==> config.mk <==
export PLATFORM = sky130hd
export DESIGN_NAME = layer_compositor_flat
export DESIGN_NICKNAME = d
export VERILOG_FILES = /design/src/rtl/layer_compositor_pkg.sv /design/src/rtl/layer_compositor_if.sv /design/src/rtl/layer_compositor_sprite_hit.sv /design/src/rtl/layer_compositor.sv /design/src/flat_wrapper.sv
export SDC_FILE = /design/constraint.sdc
export NUM_CORES = 1
export LEC_CHECK = 0
export CAP_MARGIN = 0
export CORE_MARGIN = 2
export CORE_UTILIZATION = 40
export DETAILED_ROUTE_END_ITERATION = 6
export DONT_BUFFER_PORTS = 1
export GPL_TIMING_DRIVEN = 0
export SLEW_MARGIN = 25
export SYNTH_ARGS = -nofsm -noshare
export SYNTH_HDL_FRONTEND = slang
export SYNTH_SLANG_ARGS = --single-unit
==> constraint.sdc <==
create_clock -name CLK -period 3.1 [get_ports CLK]
set_clock_uncertainty 0.2 [all_clocks]
set_input_delay 0.465 -clock CLK [delete_from_list [all_inputs] [get_ports CLK]]
set_output_delay 0.465 -clock CLK [all_outputs]
set_load 0.05 [all_outputs]
==> src/rtl/layer_compositor_pkg.sv <==
// Shared types and helpers for the layer compositor: FSM states, pixel format
// and the sprite-buffer slot addressing rule.
package layer_pkg;
  localparam int COLOR_W = 12;
  localparam logic [COLOR_W-1:0] TRANSPARENT = 12'hF0F;

  typedef enum logic [1:0] {S_IDLE, S_BG, S_CH, S_WR} state_e;

  // Texel address inside the sprite buffer: slots are stacked s*s texel tiles.
  function automatic int unsigned slot_addr(input int unsigned slot, input int unsigned ty,
                                            input int unsigned tx, input int unsigned s);
    return slot * s * s + ty * s + tx;
  endfunction
endpackage

==> src/rtl/layer_compositor_if.sv <==
// Memory-side bus of the compositor: sprite-buffer read port and VRAM write port.
interface layer_compositor_if #(
  parameter int VRAM_A_WIDTH      = 16,
  parameter int SPRITEBUF_A_WIDTH = 13,
  parameter int COLOR_W           = 12
);
  logic [SPRITEBUF_A_WIDTH-1:0] sprbuf_addr;
  logic [COLOR_W-1:0]           sprbuf_data;
  logic [VRAM_A_WIDTH-1:0]      vram_addr;
  logic [COLOR_W-1:0]           vram_data;
  logic                         vram_we;

  modport master (output sprbuf_addr, vram_addr, vram_data, vram_we, input sprbuf_data);
  modport slave  (input sprbuf_addr, vram_addr, vram_data, vram_we, output sprbuf_data);
endinterface

==> src/rtl/layer_compositor_sprite_hit.sv <==
// Per-channel coverage test: does pixel (x,y) fall inside this sprite, and at
// which texel. The edge sum is 11 bits so sprites near 1023 never wrap to 0.
module sprite_hit #(
  parameter int SPRITE_SIZE = 32
) (
  input  logic [9:0]                     i_x,
  input  logic [9:0]                     i_y,
  input  logic [9:0]                     i_px,
  input  logic [9:0]                     i_py,
  input  logic                           i_en,
  output logic                           o_hit,
  output logic [$clog2(SPRITE_SIZE)-1:0] o_tx,
  output logic [$clog2(SPRITE_SIZE)-1:0] o_ty
);
  localparam int LOG_S = $clog2(SPRITE_SIZE);

  logic [10:0] w_xe, w_ye;

  assign w_xe  = {1'b0, i_px} + 11'(SPRITE_SIZE);
  assign w_ye  = {1'b0, i_py} + 11'(SPRITE_SIZE);
  assign o_hit = i_en && (i_x >= i_px) && ({1'b0, i_x} < w_xe)
                      && (i_y >= i_py) && ({1'b0, i_y} < w_ye);
  assign o_tx  = LOG_S'(i_x - i_px);
  assign o_ty  = LOG_S'(i_y - i_py);
endmodule

==> src/rtl/layer_compositor.sv <==
// Full-frame redraw: per pixel one background read, one read per sprite
// channel, then a VRAM write of the merged colour. Fixed NUM_SPR+2 cycles/pixel.
module layer_compositor #(
  parameter int VRAM_A_WIDTH      = 16,
  parameter int SPRITEBUF_A_WIDTH = 13,
  parameter int SCREEN_WIDTH      = 320,
  parameter int SCREEN_HEIGHT     = 180,
  parameter int SPRITE_SIZE       = 32,
  parameter int NUM_SPR           = 7,
  parameter int SLOT_W            = 3,
  parameter int BG_SLOT           = 0,
  parameter int COLOR_W           = layer_pkg::COLOR_W,
  parameter logic [COLOR_W-1:0] TRANSPARENT = layer_pkg::TRANSPARENT
) (
  input  logic                      CLK,
  input  logic                      rst,
  input  logic                      frame_start,
  input  logic [10*NUM_SPR-1:0]     i_pos_x,
  input  logic [10*NUM_SPR-1:0]     i_pos_y,
  input  logic [SLOT_W*NUM_SPR-1:0] i_slot,
  input  logic [NUM_SPR-1:0]        i_en,
  layer_compositor_if.master        bus,
  output logic                      busy,
  output logic                      frame_done,
  output logic                      overrun
);
  import layer_pkg::*;

  localparam int LOG_S = $clog2(SPRITE_SIZE);
  localparam int KW    = (NUM_SPR > 1) ? $clog2(NUM_SPR) : 1;
  localparam logic [KW-1:0] K_LAST = KW'(NUM_SPR - 1);
  localparam logic [9:0]    X_LAST = 10'(SCREEN_WIDTH - 1);
  localparam logic [9:0]    Y_LAST = 10'(SCREEN_HEIGHT - 1);

  state_e                          r_state;
  logic [9:0]                      r_x, r_y;
  logic [KW-1:0]                   r_k;
  logic [NUM_SPR-1:0][9:0]         r_px, r_py;
  logic [NUM_SPR-1:0][SLOT_W-1:0]  r_slot;
  logic [NUM_SPR-1:0]              r_en;
  logic [COLOR_W-1:0]              r_col;
  logic                            r_rd_bg, r_rd_hit, r_we;

  logic [NUM_SPR-1:0]              w_hit;
  logic [NUM_SPR-1:0][LOG_S-1:0]   w_tx, w_ty;
  logic [KW-1:0]                   w_nk;
  logic [9:0]                      w_nx, w_ny;
  logic                            w_last_px;
  logic [COLOR_W-1:0]              w_col_in;
  logic [SPRITEBUF_A_WIDTH-1:0]    w_ch_addr, w_bg_addr;

  for (genvar k = 0; k < NUM_SPR; k++) begin : g_hit
    sprite_hit #(.SPRITE_SIZE(SPRITE_SIZE)) u_hit (
      .i_x(r_x), .i_y(r_y), .i_px(r_px[k]), .i_py(r_py[k]), .i_en(r_en[k]),
      .o_hit(w_hit[k]), .o_tx(w_tx[k]), .o_ty(w_ty[k])
    );
  end

  // Addresses are registered one state ahead: BG/CH set up the next channel's
  // read, WR sets up the next pixel's background read.
  always_comb begin
    w_nk      = (r_state == S_CH && r_k != K_LAST) ? r_k + 1'b1 : '0;
    w_nx      = (r_x == X_LAST) ? '0 : r_x + 1'b1;
    w_ny      = (r_x == X_LAST) ? r_y + 1'b1 : r_y;
    w_last_px = (r_x == X_LAST) && (r_y == Y_LAST);
    w_ch_addr = SPRITEBUF_A_WIDTH'(slot_addr(32'(r_slot[w_nk]), 32'(w_ty[w_nk]),
                                             32'(w_tx[w_nk]), SPRITE_SIZE));
    w_bg_addr = SPRITEBUF_A_WIDTH'(slot_addr(BG_SLOT, 32'(w_ny[LOG_S-1:0]),
                                             32'(w_nx[LOG_S-1:0]), SPRITE_SIZE));
    // Background data is always taken; sprite data only on a hit and not keyed out.
    w_col_in  = r_col;
    if (r_rd_bg || (r_rd_hit && bus.sprbuf_data != TRANSPARENT))
      w_col_in = bus.sprbuf_data;
  end

  // The last channel's data arrives during WR, so the written colour merges it live.
  assign bus.vram_data = r_we ? w_col_in : '0;
  assign bus.vram_we   = r_we;

  always_ff @(posedge CLK or negedge rst) begin
    if (!rst) begin
      r_state         <= S_IDLE;
      r_x             <= '0;
      r_y             <= '0;
      r_k             <= '0;
      r_px            <= '0;
      r_py            <= '0;
      r_slot          <= '0;
      r_en            <= '0;
      r_col           <= '0;
      r_rd_bg         <= 1'b0;
      r_rd_hit        <= 1'b0;
      r_we            <= 1'b0;
      bus.sprbuf_addr <= '0;
      bus.vram_addr   <= '0;
      busy            <= 1'b0;
      frame_done      <= 1'b0;
      overrun         <= 1'b0;
    end else begin
      frame_done <= 1'b0;
      r_we       <= 1'b0;
      r_rd_bg    <= (r_state == S_BG);
      r_rd_hit   <= (r_state == S_CH) && w_hit[r_k];
      r_col      <= w_col_in;
      if (frame_start && r_state != S_IDLE) overrun <= 1'b1;
      case (r_state)
        S_IDLE: if (frame_start) begin
          r_px            <= i_pos_x;
          r_py            <= i_pos_y;
          r_slot          <= i_slot;
          r_en            <= i_en;
          r_x             <= '0;
          r_y             <= '0;
          busy            <= 1'b1;
          bus.sprbuf_addr <= SPRITEBUF_A_WIDTH'(slot_addr(BG_SLOT, 0, 0, SPRITE_SIZE));
          r_state         <= S_BG;
        end
        S_BG: begin
          r_k             <= '0;
          bus.sprbuf_addr <= w_ch_addr;
          r_state         <= S_CH;
        end
        S_CH: if (r_k == K_LAST) begin
          r_we          <= 1'b1;
          bus.vram_addr <= VRAM_A_WIDTH'(32'(r_y) * 32'(SCREEN_WIDTH) + 32'(r_x));
          r_state       <= S_WR;
        end else begin
          r_k             <= w_nk;
          bus.sprbuf_addr <= w_ch_addr;
        end
        S_WR: begin
          r_x <= w_nx;
          if (w_last_px) begin
            r_y        <= '0;
            busy       <= 1'b0;
            frame_done <= 1'b1;
            r_state    <= S_IDLE;
          end else begin
            r_y             <= w_ny;
            bus.sprbuf_addr <= w_bg_addr;
            r_state         <= S_BG;
          end
        end
        default: r_state <= S_IDLE;
      endcase
    end
  end
endmodule

==> src/flat_wrapper.sv <==
// flat-port wrapper written by rule: the top's interface ports become plain ports
module layer_compositor_flat import layer_pkg::*;
#(
  parameter int VRAM_A_WIDTH      = 16,
  parameter int SPRITEBUF_A_WIDTH = 13,
  parameter int SCREEN_WIDTH      = 320,
  parameter int SCREEN_HEIGHT     = 180,
  parameter int SPRITE_SIZE       = 32,
  parameter int NUM_SPR           = 7,
  parameter int SLOT_W            = 3,
  parameter int BG_SLOT           = 0,
  parameter int COLOR_W           = layer_pkg::COLOR_W,
  parameter logic [COLOR_W-1:0] TRANSPARENT = layer_pkg::TRANSPARENT
)
  (CLK, rst, frame_start, i_pos_x, i_pos_y, i_slot, i_en, busy, frame_done, overrun, bus_sprbuf_addr, bus_vram_addr, bus_vram_data, bus_vram_we, bus_sprbuf_data);
  layer_compositor_if #(.VRAM_A_WIDTH(VRAM_A_WIDTH), .SPRITEBUF_A_WIDTH(SPRITEBUF_A_WIDTH), .COLOR_W(COLOR_W)) bus_i ();
  input  logic CLK;
  input  logic rst;
  input  logic frame_start;
  input  logic [10*NUM_SPR-1:0] i_pos_x;
  input  logic [10*NUM_SPR-1:0] i_pos_y;
  input  logic [SLOT_W*NUM_SPR-1:0] i_slot;
  input  logic [NUM_SPR-1:0] i_en;
  output logic busy;
  output logic frame_done;
  output logic overrun;
  output wire logic [$bits(bus_i.sprbuf_addr)-1:0] bus_sprbuf_addr;
  output wire logic [$bits(bus_i.vram_addr)-1:0] bus_vram_addr;
  output wire logic [$bits(bus_i.vram_data)-1:0] bus_vram_data;
  output wire logic [$bits(bus_i.vram_we)-1:0] bus_vram_we;
  input wire logic [$bits(bus_i.sprbuf_data)-1:0] bus_sprbuf_data;
  assign bus_sprbuf_addr = bus_i.sprbuf_addr;
  assign bus_vram_addr = bus_i.vram_addr;
  assign bus_vram_data = bus_i.vram_data;
  assign bus_vram_we = bus_i.vram_we;
  assign bus_i.sprbuf_data = bus_sprbuf_data;
  layer_compositor #(.VRAM_A_WIDTH(VRAM_A_WIDTH), .SPRITEBUF_A_WIDTH(SPRITEBUF_A_WIDTH), .SCREEN_WIDTH(SCREEN_WIDTH), .SCREEN_HEIGHT(SCREEN_HEIGHT), .SPRITE_SIZE(SPRITE_SIZE), .NUM_SPR(NUM_SPR), .SLOT_W(SLOT_W), .BG_SLOT(BG_SLOT), .COLOR_W(COLOR_W), .TRANSPARENT(TRANSPARENT)) u_core (.CLK(CLK), .rst(rst), .frame_start(frame_start), .i_pos_x(i_pos_x), .i_pos_y(i_pos_y), .i_slot(i_slot), .i_en(i_en), .bus(bus_i), .busy(busy), .frame_done(frame_done), .overrun(overrun));
endmodule
# == After elaboration in Yosys (flattened, before gate mapping) ==
# Cells that the tools add are included.
# classes
n_addsub,35
multipliers,1
n_lt_le_gt_ge,30
n_eq_ne,14
n_mux,34
n_reduce_logical,46
# op_table
cell,count
$add A10 B6 Y11 const B,14
$lt A10 B11 Y1,14
$ge A10 B10 Y1,14
$sub A5 B5 Y5,14
$pmux W13 S4,1
$mux W10,4
$pmux W10 S2,2
$mux W13,3
$logic_and A1 B1 Y1,33
$bmux W5 S3,2
$mux W12,2
$add A10 B1 Y10 const B,2
$add A16 B10 Y16,1
$add A13 B10 Y13,1
$add A13 B5 Y13,1
$ne A12 B12 Y1 const B,1
$add A10 B5 Y11,1
$eq A10 B8 Y1 const B,1
$eq A10 B9 Y1 const B,1
$mul A10 B3 Y10 const B,1
$mux W5,2
$reduce_and A2 Y1,5
$bmux W3 S3,1
$mux W3,3
19 further kinds,36
# word_totals
register_bits,240
inputBits,183
out_inout_bits,45
elab_cells,196

# == Longest topological paths before layout ==
# depth
ltp_word,9
depth_mapped,12
depth_no_buf,12

# == Hierarchy ==
# Synthesis repeated with hierarchy kept, for this count alone.
# unflattened
cells_unflattened,1807
area_unflattened_um2,18037.3
# modules_own_cells
module,n_inst,cells_per_inst,area_each_um2,seq_area_each_um2
layer_compositor,1,860,10914.2,6005.8
sprite_hit at u_core.g_hit[0].u_hit ...,5,136,1013.5,0.0
sprite_hit at u_core.g_hit[4].u_hit,1,135,1037.2,0.0
sprite_hit at u_core.g_hit[6].u_hit,1,132,1018.5,0.0

# == Worst setup path before layout ==
# Ideal clock, no wire load.
# synth_timing
kind,flip-flop to flip-flop
start,register u_core.r_y[0]
end,register u_core.r_rd_hit
setup_ps,65
arrival_ps,2498
t_required_ps,2835
path_slack_ps,337
path_stages_with_launch,12
path_buffers,0
period_less_slack_ps,2763
cell_sequence,dfrtp_1 > inv_1 > ha_1 > fa_1 > nand2b_1 > a21oi_1 > o221a_2 > o211ai_1 > a21oi_1 > a211oi_1 > o41ai_2 > o211a_1
# synth_between
elab_chain_cells,6
word_cells_on_any_way,31
classes_between,14 x order compare; 2 x mux; 15 x reduce/logical
# synth_lines
element,line,text
from (decl),layer_compositor.sv:36,"logic [9:0] r_x, r_y;"
from (signal assigned),layer_compositor.sv:139,r_y <= w_ny;
$ge A10 B10 Y1,layer_compositor_sprite_hit.sv:22,"&& (i_y >= i_py) && ({1'b0, i_y} < w_ye);"
$logic_and A1 B1 Y1 (2 in series),layer_compositor_sprite_hit.sv:22,
$bmux W1 S3 *,layer_compositor.sv:103,r_rd_hit <= (r_state == S_CH) && w_hit[r_k];
$mux W1 (not written as such) *,layer_compositor.sv:103,
$logic_and A1 B1 Y1 *,layer_compositor.sv:103,
to (signal assigned),layer_compositor.sv:103,
to (decl),layer_compositor.sv:42,"logic r_rd_bg, r_rd_hit, r_we;"
# Mark *: on every way between the ends. The rest lies on a longest branch, timed or not. The select of a mux whose other input is x is not followed.
# A chain may end at the register's enable or synchronous reset.

# == Worst setup path after layout ==
# layout_timing
start,register u_core.r_x[4]
end,register u_core.r_rd_hit
# layout_between
elab_chain_cells,8
word_cells_on_any_way,45
classes_between,14 x order compare; 2 x mux; 29 x reduce/logical
# layout_lines
element,line,text
from (decl),layer_compositor.sv:36,
from (signal assigned),layer_compositor.sv:132,r_x <= w_nx;
$ge A10 B10 Y1,layer_compositor_sprite_hit.sv:21,"assign o_hit = i_en && (i_x >= i_px) && ({1'b0, i_x} < w_xe)"
$logic_and A1 B1 Y1 (2 in series),layer_compositor_sprite_hit.sv:21,
$logic_and A1 B1 Y1 (2 in series),layer_compositor_sprite_hit.sv:22,
$bmux W1 S3 *,layer_compositor.sv:103,
$mux W1 (not written as such) *,layer_compositor.sv:103,
$logic_and A1 B1 Y1 *,layer_compositor.sv:103,
# Marks and branches as above.

==> summary.md <==
| Metric | Value |
|---|---|
| Seq cells post-synth | 240 |
| Leakage | roughly 0.010 µW |
| Core Region | roughly 44000 µm² |
| Layout cells sized above 1 | 19.1% |
| Startpoint types | flop |
| DP Cell Count | between 2k and 2.5k |
| Vias in the first global route | between 15k and 20k |
| Worst VDD drop | ~0.58 mV |
| Residual DRC | 0 |
| Vias | ~15k |
| Final setup viols | 1 |
| DR pass1 iterations | 5 |
| RSZ-0062 raised after global routing | true |
| Gr usage total | 23.8% |
| DRT iter0 DRCs | between 1k and 1.5k |
| First-pass GRT wire length | 86100 µm |
| Max Fanout on Critical Path | 12 |
| Post-synth top area share | about a third |
| CTS tree | yes |
| Rows | 77 |
| Worst Path Arrival | between 3 and 4 ns |
| Clock-pin slew on the worst setup and hold paths | roughly 0.06 ns |
| Worst Tran Pin Value | ~1.0 ns |
| Post-synth EDFFs | 0 |
| Total Wirelength | 56100 µm |
| Final nets | 2495 |
| Area growth, synth to finish | 23.6% |
| Placer Congestion | between 0.9 and 1 |
| Mapped Area | roughly 18000 µm² |
| Critical Path End Type | flop |
| CP bufs+invs | 0 |
| Seq/Total Area, Yosys | roughly 34% |
| R2R cell count | 9 |
| Leading cell type in the layout, fill and taps excluded | ha_1 |
| Max transition margin | 30.3% |
| Async SR Flop Fraction | between 90% and 100% |
| Via density | between 5 and 6 |
| Failing checks | negative hold slack, negative setup slack |
| Synth area leader | dfrtp_1 |
| Number of top-level pins | between 200 and 250 |
| Total Die Area | ~46000 µm² |
| Number of buffers created by CTS | 29 |
| Commonest cells after routing, fill and taps aside | ha_1 (244), dfrtp_1 (222), mux2_2 (181), dlygate4sd3_1 (181), inv_1 (168) |
| Worst setup margin | -0.0365 ns |
| Min Tclk post-route | approximately 3.1 ns |
| Clk Latency, worst-skew pair | approximately 0.58 ns |
| Die height | 216 µm |
| Clock sinks | 240 |
| Largest net degree at the start of global routing | between 200 and 250 |
| Initial Util | 40.5% |
| Syn Nets | between 2k and 2.5k |
| Post-Place Worst Slack | -0.884 ns |
| Synth Warn # | 0 |
| Gr ovfl total | 0 |
| Status | finished with violations |
| Primary FF master, synth | dfrtp_1 |
| Top area cells in the synthesized netlist | dfrtp_1 (34%), ha_1 (17%), mux2_2 (11%) |
| Critical Path Max Stage Delay | approximately 0.76 ns |
| Critical path cell sequence | ha_1, o21ba_2, o21ai_0, a21oi_1, or2_2, a31oi_2, o2111ai_2, o311ai_4, o211a_1 |
| Port buffer count | 0 |
| Top Family by Delay on Critical Path | compound AO/OA/AOI/OAI gates |
| Synth unique cells | around 90 |
| Max_cap viols | 0 |
| Hold_buf cts | between 150 and 200 |
| DRT antenna net count | 0 |
| Gate Count Post-Synth | ~1.8k |
| Slew Limit Fails | 0 |
| HPWL after detailed placement | about 41000 µm |
| DIE WIDTH | 216 µm |
| Wirelength per Cell | approximately 21 µm |
| Clock root buffer master | clkbuf_16 |
| Required @ worst endpoint | roughly 3.4 ns |
| Power Density | between 900 and 1000 nW/µm² |
| FMAX | 0.319 GHz |
| Syn Area/Cell | around 9.9 µm² |
| Final Cycle Share | 101% |
| Htree depth | 1 |
| CP Class | reg2reg |
| Worst min path class | in2async |
| Initial antenna violation count | 5 |
| Hold_ws | -0.619 ns |
| Number of cells on the critical path | 9 |
| Final Hold Vio Count | 240 |
| Clock buffer depth | 3 |
| Post-route insts no fill | about 2.7k |
| Slowest stage cell, crit path | dfrtp_1 |
## per-layer routing
layer  vias up  wire, µm  global-route usage, %
li1       6987         -                      -
met1      7199     24200                   30.6
met2       451     26600                   40.3
met3       102      3680                   4.45
met4         2      1620                   7.77
met5         -        11                      0
## power breakdown
part / switching (µW) / internal, µW / leakage, µW / total (µW)
Clock: 1480 / 2250 / 0.000500 / 3740
Combinational: 5880 / 5110 / 0.00693 / 11000
Sequential: 1680 / 4500 / 0.00290 / 6180
## per-stage QoR
step | TNS [ns] | hold slack (ns) | utilization, % | instance area [µm²] | power, µW
2_1_floorplan | 0 | -0.0306 | - | 17900 | 13200
3_3_place_gp | -2.31 | -0.0212 | 42.1 | 18600 | 15900
3_5_place_dp | -2.54 | -0.0193 | 42.1 | 18600 | 16200
4_1_cts | -0.135 | -0.648 | 49.1 | 21700 | 20300
5_1_grt | -0.0890 | -0.655 | 50.0 | 22100 | 22400
6_report | -0.0365 | -0.619 | 50.0 | 22100 | 20900
## worst reg2reg max path, delay by kind of cell, from the launching register on
| family | cells | cell delay, ns |
|---|---|---|
| simple gates | 1 | 0.31 |
| flops | 1 | 0.76 |
| compound gates | 7 | 1.38 |
| fa+ha+maj | 1 | 0.41 |
## layout make-up
| class | count | area, µm² |
|---|---|---|
| clock buffers | 33 | 751 |
| clock inverters | 21 | 288 |
| repair buffers | 209 | 2040 |
| diodes | 3 | 7.51 |
| inverters | 175 | 676 |
| flip-flops and latches | 240 | 6040 |
| well taps | 592 | 741 |
| plain buffers | 48 | 248 |
| multi-input cells | 1344 | 11300 |
| fillers | 4042 | 22100 |
## cell families after synthesis
| logic type | after synthesis | synth area share, % |
|---|---|---|
| mux | 186 | 11.7 |
| fa+ha+maj | 265 | 19.2 |
| simple gates | 423 | 11.9 |
| flops | 240 | 33.6 |
| compound gates | 377 | 14.1 |
| buf+inv | 223 | 5.01 |
| xor+xnor | 93 | 4.55 |
## state kept, by name, summed over array words and instances, names as in the netlist, 2 cells and up
| signal | count |
|---|---|
| u_core.r_y | 10 |
| u_core.r_x | 10 |
| u_core.r_col | 12 |
| u_core.r_slot | 21 |
| u_core.r_px | 70 |
| u_core.r_py | 70 |
| u_core.bus.vram_addr | 16 |
| u_core.bus.sprbuf_addr | 13 |
| u_core.r_state | 2 |
| u_core.r_en | 7 |
| u_core.r_k | 3 |
## what timing repair did
item | 4_1_cts | 5_1_grt
endpoints found under the hold margin | 422 | 240
setup endpoints to repair | 10 | 68
setup buffers | 18 | 10
gates resized for setup | 29 | 76
pin swaps | 5 | 28
## cells in the mapped netlist, drive strengths merged, types with 8 or more instances
cell / instances
a211oi: 20
a21o: 21
a21oi: 78
a31oi: 21
a41o: 10
and2: 15
and3: 14
buf: 34
clkbuf: 14
dfrtp: 240
fa: 16
ha: 249
inv: 174
mux2: 181
nand2: 117
nand2b: 28
nand3: 65
nand4: 12
nor2: 94
nor2b: 19
nor3: 34
o2111ai: 10
o211ai: 14
o21a: 14
o21ai: 98
o21bai: 8
o221ai: 11
o31ai: 8
xnor2: 67
xor2: 26
## path summary, 6_finish.rpt
path                                  from              end  slack, ns
max                          u_core.r_x[4]  u_core.r_rd_hit      -0.04
max in group asynchronous              rst  u_core.r_py[44]       2.76
max reg2reg                  u_core.r_x[4]  u_core.r_rd_hit      -0.04
min reg2reg                u_core.r_col[7]  u_core.r_col[7]       0.29
min in group CLK               frame_start      u_core.busy       0.15
min                                    rst  u_core.r_col[0]      -0.62
Power figures use the tool's default switching activity.
